<file path="src/rtl/lvl_to_pulse_pkg.sv">
// Shared defaults and helpers for the lvl_to_pulse key conditioner.
// Default timings assume a 50 MHz clk: 10 ms debounce, 0.5 s first repeat,
// then 0.1 s repeat period.
package lvl_to_pulse_pkg;

  localparam int DEF_SYNC_STAGES     = 2;
  localparam int DEF_DEBOUNCE_CYCLES = 500000;
  localparam int DEF_REPEAT_DELAY    = 25000000;
  localparam int DEF_REPEAT_PERIOD   = 5000000;

  // Bits needed to hold values 0..max_val, i.e. clog2(max_val+1), minimum 1.
  function automatic int cnt_width(input int max_val);
    int w;
    w = 1;
    while ((1 << w) <= max_val) w++;
    return w;
  endfunction

endpackage

</file>
<file path="src/rtl/lvl_to_pulse_bit_sync.sv">
// Single-bit multi-flop synchroniser with async active-low reset to RST_VAL.
module bit_sync #(
  parameter int   STAGES  = 2,
  parameter logic RST_VAL = 1'b0
) (
  input  logic clk,
  input  logic rst,
  input  logic d,
  output logic q
);

  logic [STAGES-1:0] ff;

  // Shift the raw level through the chain; reset loads the idle level.
  always_ff @(posedge clk or negedge rst) begin
    if (!rst) ff <= {STAGES{RST_VAL}};
    else      ff <= {ff[STAGES-2:0], d};
  end

  assign q = ff[STAGES-1];

endmodule

</file>
<file path="src/rtl/lvl_to_pulse.sv">
// Push-button conditioner: synchronise, debounce and edge-detect one key
// level into a single-cycle pulse per press.
// Optional auto-repeat while held is enabled by defining
// LVL_TO_PULSE_AUTOREPEAT_EN; without it, one pulse per press only.
module lvl_to_pulse
  import lvl_to_pulse_pkg::*;
#(
  parameter int SYNC_STAGES     = DEF_SYNC_STAGES,
  parameter int DEBOUNCE_CYCLES = DEF_DEBOUNCE_CYCLES,
  parameter bit ACTIVE_LOW      = 1'b1,
  parameter int REPEAT_DELAY    = DEF_REPEAT_DELAY,
  parameter int REPEAT_PERIOD   = DEF_REPEAT_PERIOD
) (
  input  logic clk,
  input  logic rst,
  input  logic lvl_in,
  output logic pulse_out,
  output logic level_out
);

  localparam int            CW       = cnt_width(DEBOUNCE_CYCLES);
  localparam logic [CW-1:0] DB_LAST  = CW'(DEBOUNCE_CYCLES - 1);
  // Idle (released) raw level, so a key held through reset reads as a new press.
  localparam logic          SYNC_RST = ACTIVE_LOW;

  if (SYNC_STAGES < 2 || DEBOUNCE_CYCLES < 1 || REPEAT_DELAY < 1 || REPEAT_PERIOD < 1)
  begin : g_param_check
    $error("lvl_to_pulse: illegal parameter value");
  end

  logic          sync_out;
  logic          p;
  logic          stable;
  logic          stable_d;
  logic          rise;
  logic          rpt_fire;
  logic [CW-1:0] db_cnt;

  bit_sync #(
    .STAGES  (SYNC_STAGES),
    .RST_VAL (SYNC_RST)
  ) u_sync (
    .clk (clk),
    .rst (rst),
    .d   (lvl_in),
    .q   (sync_out)
  );

  assign p    = ACTIVE_LOW ? ~sync_out : sync_out;
  assign rise = stable & ~stable_d;

  // Accept a new level only after DEBOUNCE_CYCLES consecutive differing samples.
  always_ff @(posedge clk or negedge rst) begin
    if (!rst) begin
      db_cnt <= '0;
      stable <= 1'b0;
    end else if (p == stable) begin
      db_cnt <= '0;
    end else if (db_cnt == DB_LAST) begin
      db_cnt <= '0;
      stable <= p;
    end else begin
      db_cnt <= db_cnt + CW'(1);
    end
  end

`ifdef LVL_TO_PULSE_AUTOREPEAT_EN
  localparam int RW = cnt_width((REPEAT_DELAY > REPEAT_PERIOD) ? REPEAT_DELAY : REPEAT_PERIOD);
  localparam logic [RW-1:0] RPT_DELAY_LD  = RW'(REPEAT_DELAY - 1);
  localparam logic [RW-1:0] RPT_PERIOD_LD = RW'(REPEAT_PERIOD - 1);

  logic [RW-1:0] rpt_cnt;

  // Down-counter armed on the press pulse; terminal count fires and reloads.
  always_ff @(posedge clk or negedge rst) begin
    if (!rst)                 rpt_cnt <= '0;
    else if (!stable)         rpt_cnt <= '0;
    else if (rise)            rpt_cnt <= RPT_DELAY_LD;
    else if (rpt_cnt == '0)   rpt_cnt <= RPT_PERIOD_LD;
    else                      rpt_cnt <= rpt_cnt - RW'(1);
  end

  assign rpt_fire = stable & ~rise & (rpt_cnt == '0);
`else
  assign rpt_fire = 1'b0;
`endif

  // Registered edge detect on the debounced level, merged with repeat pulses.
  always_ff @(posedge clk or negedge rst) begin
    if (!rst) begin
      stable_d  <= 1'b0;
      pulse_out <= 1'b0;
    end else begin
      stable_d  <= stable;
      pulse_out <= rise | rpt_fire;
    end
  end

  assign level_out = stable;

endmodule

</file>
<file path="config.mk">
export PLATFORM = sky130hd
export DESIGN_NAME = lvl_to_pulse
export DESIGN_NICKNAME = d
export VERILOG_FILES = /design/src/rtl/lvl_to_pulse_pkg.sv /design/src/rtl/lvl_to_pulse_bit_sync.sv /design/src/rtl/lvl_to_pulse.sv
export SDC_FILE = /design/constraint.sdc
export NUM_CORES = 1
export LEC_CHECK = 0
export CORE_ASPECT_RATIO = 1.5
export CORE_MARGIN = 8
export CORE_UTILIZATION = 45
export CTS_BUF_LIST = sky130_fd_sc_hd__clkbuf_8
export CTS_CLUSTER_SIZE = 40
export DETAILED_ROUTE_END_ITERATION = 7
export MAX_ROUTING_LAYER = met4
export PLACE_DENSITY = 0.73
export SYNTH_ARGS = -nofsm -noshare
export SYNTH_HDL_FRONTEND = slang
export SYNTH_SLANG_ARGS = --single-unit
</file>
<file path="constraint.sdc">
create_clock -name clk -period 1.9 [get_ports clk]
set_input_delay 0.285 -clock clk [delete_from_list [all_inputs] [get_ports clk]]
set_output_delay 0.285 -clock clk [all_outputs]
set_load 0.01 [all_outputs]
</file>
==> results.cfg, run 1 <==
[cts]
cts.sinks = 24
path_clk_slew_ps = 80
cts-buffers-inserted = 3
post_cts_buffers = 0
htreeDepth = 1
root_buffer = clkbuf_8
cts_tree = done
cts_hold_buf = 0
clk_path_buf_depth = 2
post_cts_resize_count = 0
insertion_delay_ps = 270

[die]
start_util_pct = 47.53
die_w_um = 57.77
row_count = 22
dieArea_um2 = 4543
die_h_um = 78.65
io_pins = 5
core-area_um2 = 2477

[run]
maxCapViolations = 0

[global_route]
grt_max_degree = 25
gr-usage-met3_pct = 1.794
grt_pass1_vias = 858
globalRouteOverflowTotal = 0
antenna_found_initial = 0
grt_pass1_wl_um = 3657
grt.met2_usage_pct = 16.99
grt.total_usage_pct = 10.43
grtUsageMet1_pct = 10.66
grt-busiest-layer = met2

[setup_path]
crit_path_start = db_cnt[0]
path_max_fanout = 7
cp-start-kind = register
reg2reg_from = db_cnt[0]
crit_required_ps = 2060
critPathKind = reg -> reg
crit_arrival_ps = 1860
cp-end-kind = register

[sta]
fmax_mhz = 586.3
hold_viol_final = 0
fin_crit_ps = 1706
rsz0062_at_grt = false
fin_crit_sh_pct = 89.77
holdWs_ps = 357.7
worst_pin_slew_ps = 396.3
fin_skew_ps = 4.373
relSlewSlack_pct = 73.39
drv_slew = 0
setup_tns_ps = 0
setup_viol = 0

[logic_synthesis]
syn_inst = 111
ys_ff_latch = 24
syn_nets = 115
ys_types = 29
synth_edf_count = 0
syn-cell-area_um2 = 1177
postSynthAreaPerCell_um2 = 10.61
yosysWarningCount = 0
async_flop_share_pct = 100.0
ys.flop_type = dfrtp_1
yosysSeqAreaShare_pct = 51.22

[drt]
wire_per_inst_um = 14.06
vias = 800
dr.first_iter.drc_count = 21
drc = 0
drt_wl_total_um = 2024
postRouteAntennaNets = 0
via_per_inst = 5.556
firstDrtPassIters = 4

[placement]
place_area_um2 = 1260
dp_hpwl_um = 1500
port_buffers = 4
place_congestion = 0.8377

[final_layout]
stdcell_area_um2 = 1315
drive_above_1_share_pct = 15.83
diodes = 0
finalNetCount = 125
syn_to_final_growth_pct = 11.69
fill_cells = 220

[power_and_ir_drop]
power_density_nw_per_um2 = 689.1
peakVddDrop_mv = 0.3411
cellLeakagePower_nw = 0.5219
finalPower_w = 0.0009062

[status]
status = finished clean

[worst_hold_path]
min_path_type = in -> async
cells in the mapped netlist (2+ instances only):
master	count	share of area [%]
nand4_2	3	3.2
nand4_1	3	1.6
nor2_1	20	6.4
mux2i_1	2	1.7
dfrtp_1	22	47
dfstp_2	2	4.5
xnor2_1	15	11
nand2_1	5	1.6
nor4_1	4	2.1
nor4_2	2	2.1
o21ai_0	2	0.85
nor3_1	4	1.7
buf_2	2	0.85
nand3_1	7	3.0
inv_1	4	1.3
final timing paths:
check | to | slack (ps) | depth (start not counted)
min in group clk | u_sync.ff[1] | 360 | 0
max | db_cnt[18] | 190 | 5
min reg2reg | u_sync.ff[1] | 360 | 0
max in group asynchronous | u_sync.ff[0] | 1260 | 2
max reg2reg | db_cnt[18] | 190 | 5
min | db_cnt[17] | 360 | 2
routing by layer:
metal,part of all wire [%],routed length [um]
met5,0,0
met4,4.7,95
met3,2.9,59
met2,50,1003
met1,43,866
state kept, by name (all words and copies together) (netlist names):
signal / count
db_cnt: 19
stable_d: 1
pulse_out: 1
level_out: 1
u_sync.ff: 2
cell usage in the layout (no fill, tap or decap), types with 2 or more instances in the layout:
master | synthesis | routed
xnor2_1 | 15 | 15
inv_1 | 4 | 4
nand3_1 | 7 | 7
nand4_1 | 3 | 3
nor4_2 | 2 | 2
mux2i_1 | 2 | 2
nor2_1 | 20 | 20
nor3_1 | 4 | 4
o21ai_0 | 2 | 2
dfrtp_1 | 22 | 22
dfstp_2 | 2 | 2
clkbuf_8 | 0 | 4
clkdlybuf4s50_1 | 0 | 4
nand2_1 | 5 | 5
nor4_1 | 4 | 4
buf_4 | 1 | 4
nand4_2 | 3 | 3
stage by stage:
stage / std cells / utilization [%] / setup slack (ps)
CTS: 144 / 53.08 / 183.5
global placement: 140 / 50.86 / 280.7
global route: 144 / 53.08 / 86.81
detailed placement: 140 / 50.86 / 212.1
floorplan: 111 / - / 268.6
finish: 144 / 53.08 / 194.3
cells by family (layout without fill, tap and decap cells):
kind of cell	count (synthesis)	in the layout	share of synthesized area [%]
and+or+nand+nor	56	56	28.69
DFF	24	24	51.22
xor gates and xnor gates	16	16	11.90
buffers and inverters	7	16	2.763
AOI/OAI and AO/OA	5	5	2.657
muxes	2	2	1.700
adders and majority gates	1	1	1.063
critical path: stages, from the launching register on:
cell and delay, ps:
dfrtp_1 430, ha_1 250, nand4_2 230, nor4_2 360
mux2i_1 260, nor3_2 60
area by class of cell:
cell class | count | area, um2 | area share (%)
sequential | 24 | 603.1 | 45.86
multi-input combinational | 80 | 541.8 | 41.20
tap | 24 | 30.03 | 2.284
timing repair buffer | 8 | 70.07 | 5.328
clock buffer | 4 | 55.05 | 4.186
inverter | 4 | 15.01 | 1.142
report_power, final:
part / switching (W) / internal [W] / leakage (nW) / total (W)
combinational: 0.0000221 / 0.0000144 / 0.167 / 0.0000366
clock: 0.000157 / 0.000185 / 0.0288 / 0.000342
sequential: 0.00000880 / 0.000519 / 0.326 / 0.000528
total: 0.000187 / 0.000719 / 0.522 / 0.000906
Note: power is estimated with default switching activity, not from simulation.
==> run 2: changes to the inputs <==
Settings changed: PLACE_DENSITY 0.73 to not set.
==> results.cfg, run 2 (synthesis gave the netlist of run 1 again) <==
[setup_path]
reg2reg_from = db_cnt[0]
r2r_setup_slack_ps = 190
critPathKind = reg -> reg
cp-end-kind = register
cp-start-kind = register
worst-path-buf-inv = 0
crit_arrival_ps = 1860
path_max_fanout = 7
crit_chain = ha_1, nand4_2, nor4_2, mux2i_1, nor3_2
crit_path_start = db_cnt[0]
cp_top_family = simple AND/OR/NAND/NOR gates
crit_required_ps = 2050
cp_slowest_stage_delay_ps = 420
crit_path_top_delay_cell = dfrtp_1

[sta]
relSlewSlack_pct = 74.16
worst_pin_slew_ps = 384.1
fin_crit_ps = 1710
setup_viol = 0
fin_skew_ps = 4.552
fin_crit_sh_pct = 89.98
fmax_mhz = 584.9
drv_slew = 0
setup_tns_ps = 0
rsz0062_at_grt = false
hold_viol_final = 0

[cts]
path_clk_slew_ps = 80
htreeDepth = 1
insertion_delay_ps = 260
clk_path_buf_depth = 2
cts_hold_buf = 0
post_cts_buffers = 0
root_buffer = clkbuf_8
cts_tree = done
cts-buffers-inserted = 3
post_cts_resize_count = 0
cts.sinks = 24

[placement]
place_congestion = 0.7659
dp_hpwl_um = 1547
port_buffers = 4

[die]
row_count = 22
core-area_um2 = 2477
die_h_um = 78.65
die_w_um = 57.77
start_util_pct = 47.53
dieArea_um2 = 4543
io_pins = 5

[worst_hold_path]
hold_start = u_sync.ff[0]
min_path_type = reg -> reg

[drt]
postRouteAntennaNets = 0
drc = 0
wire_per_inst_um = 14.89
drt_wl_total_um = 2144
via_per_inst = 5.771
vias = 831
firstDrtPassIters = 5
dr.first_iter.drc_count = 50

[final_layout]
syn_to_final_growth_pct = 11.69
reg.largest.list = db_cnt (19), u_sync.ff (2)
finalNetCount = 125
diodes = 0
finish.utilization_pct = 53.08
final_cell_mix = dfrtp_1, nor2_1, xnor2_1, nand3_1, nand2_1
largest-register = db_cnt
largest_reg_flops = 19
final_common_cell = dfrtp_1
drive_above_1_share_pct = 15.83
fill_cells = 232

[global_route]
grtUsageMet1_pct = 12.14
grt_pass1_wl_um = 3788
gr-usage-met3_pct = 2.121
grt_max_degree = 25
grt.total_usage_pct = 10.95
globalRouteOverflowTotal = 0
grt-busiest-layer = met2
grt_pass1_vias = 839
antenna_found_initial = 0
grt.met2_usage_pct = 18.01

[power_and_ir_drop]
combPwrFrac_pct = 4.0
peakVddDrop_mv = 0.4200
power.switching_w = 0.0001814
cellLeakagePower_nw = 0.5219
p_seq_share_pct = 58.7
intPower_w = 0.0007183
power_density_nw_per_um2 = 684.2
pwr-share-clk_pct = 37.3
p_sw_share_pct = 20.16

[status]
status = finished clean

[run]
maxCapViolations = 0
## run 2: cell counts in the layout (fill, tap and decap cells not counted)
Identical to the previous run, type by type.
## run 2: layout make-up
| class | instances | area [um2] | share of cell area (%) |
|---|---|---|---|
| Tap cell | 24 | 30.03 | 2.284 |
| Sequential cell | 24 | 603.1 | 45.86 |
| Multi-Input combinational cell | 80 | 541.8 | 41.20 |
| Clock buffer | 4 | 55.05 | 4.186 |
| Inverter | 4 | 15.01 | 1.142 |
| Timing Repair Buffer | 8 | 70.07 | 5.328 |
## run 2: worst paths after layout
path,endpoint,cells past startpoint
max in group asynchronous,u_sync.ff[0],2
setup reg to reg,db_cnt[18],5
hold reg to reg,u_sync.ff[1],0
setup / recovery,db_cnt[18],5
min in group asynchronous,db_cnt[18],2
hold / removal,u_sync.ff[1],0
## run 2: per-layer routing
metal  part of all wire (%)  routed length (um)
met2                     51                1104
met1                     43                 918
met4                    2.0                  43
met3                    3.6                  77
met5                      0                   0
## run 2: power groups by stage
stage	registers, W	logic (W)	clock network [W]
after floorplan	0.000537	0.0000164	0
after global placement	0.000537	0.0000372	0
after detailed placement	0.000538	0.0000374	0
after CTS	0.000528	0.0000378	0.000353
after global routing	0.000529	0.0000429	0.000369
final	0.000528	0.0000362	0.000336
## run 2: per-stage QoR
| stage | worst slack (ps) | instance area [um2] | hold slack, ps | power (W) | instances |
|---|---|---|---|---|---|
| finish | 190.4 | 1315 | 358.2 | 0.0008997 | 144 |
| global route | 72.01 | 1315 | 367.7 | 0.0009409 | 144 |
| CTS | 170.8 | 1315 | 360.5 | 0.0009183 | 144 |
| detailed placement | 199.2 | 1260 | 348.5 | 0.0005753 | 140 |
| global placement | 282.3 | 1260 | 346.8 | 0.0005744 | 140 |
| floorplan | 268.6 | 1177 | -10.59 | 0.0005530 | 111 |
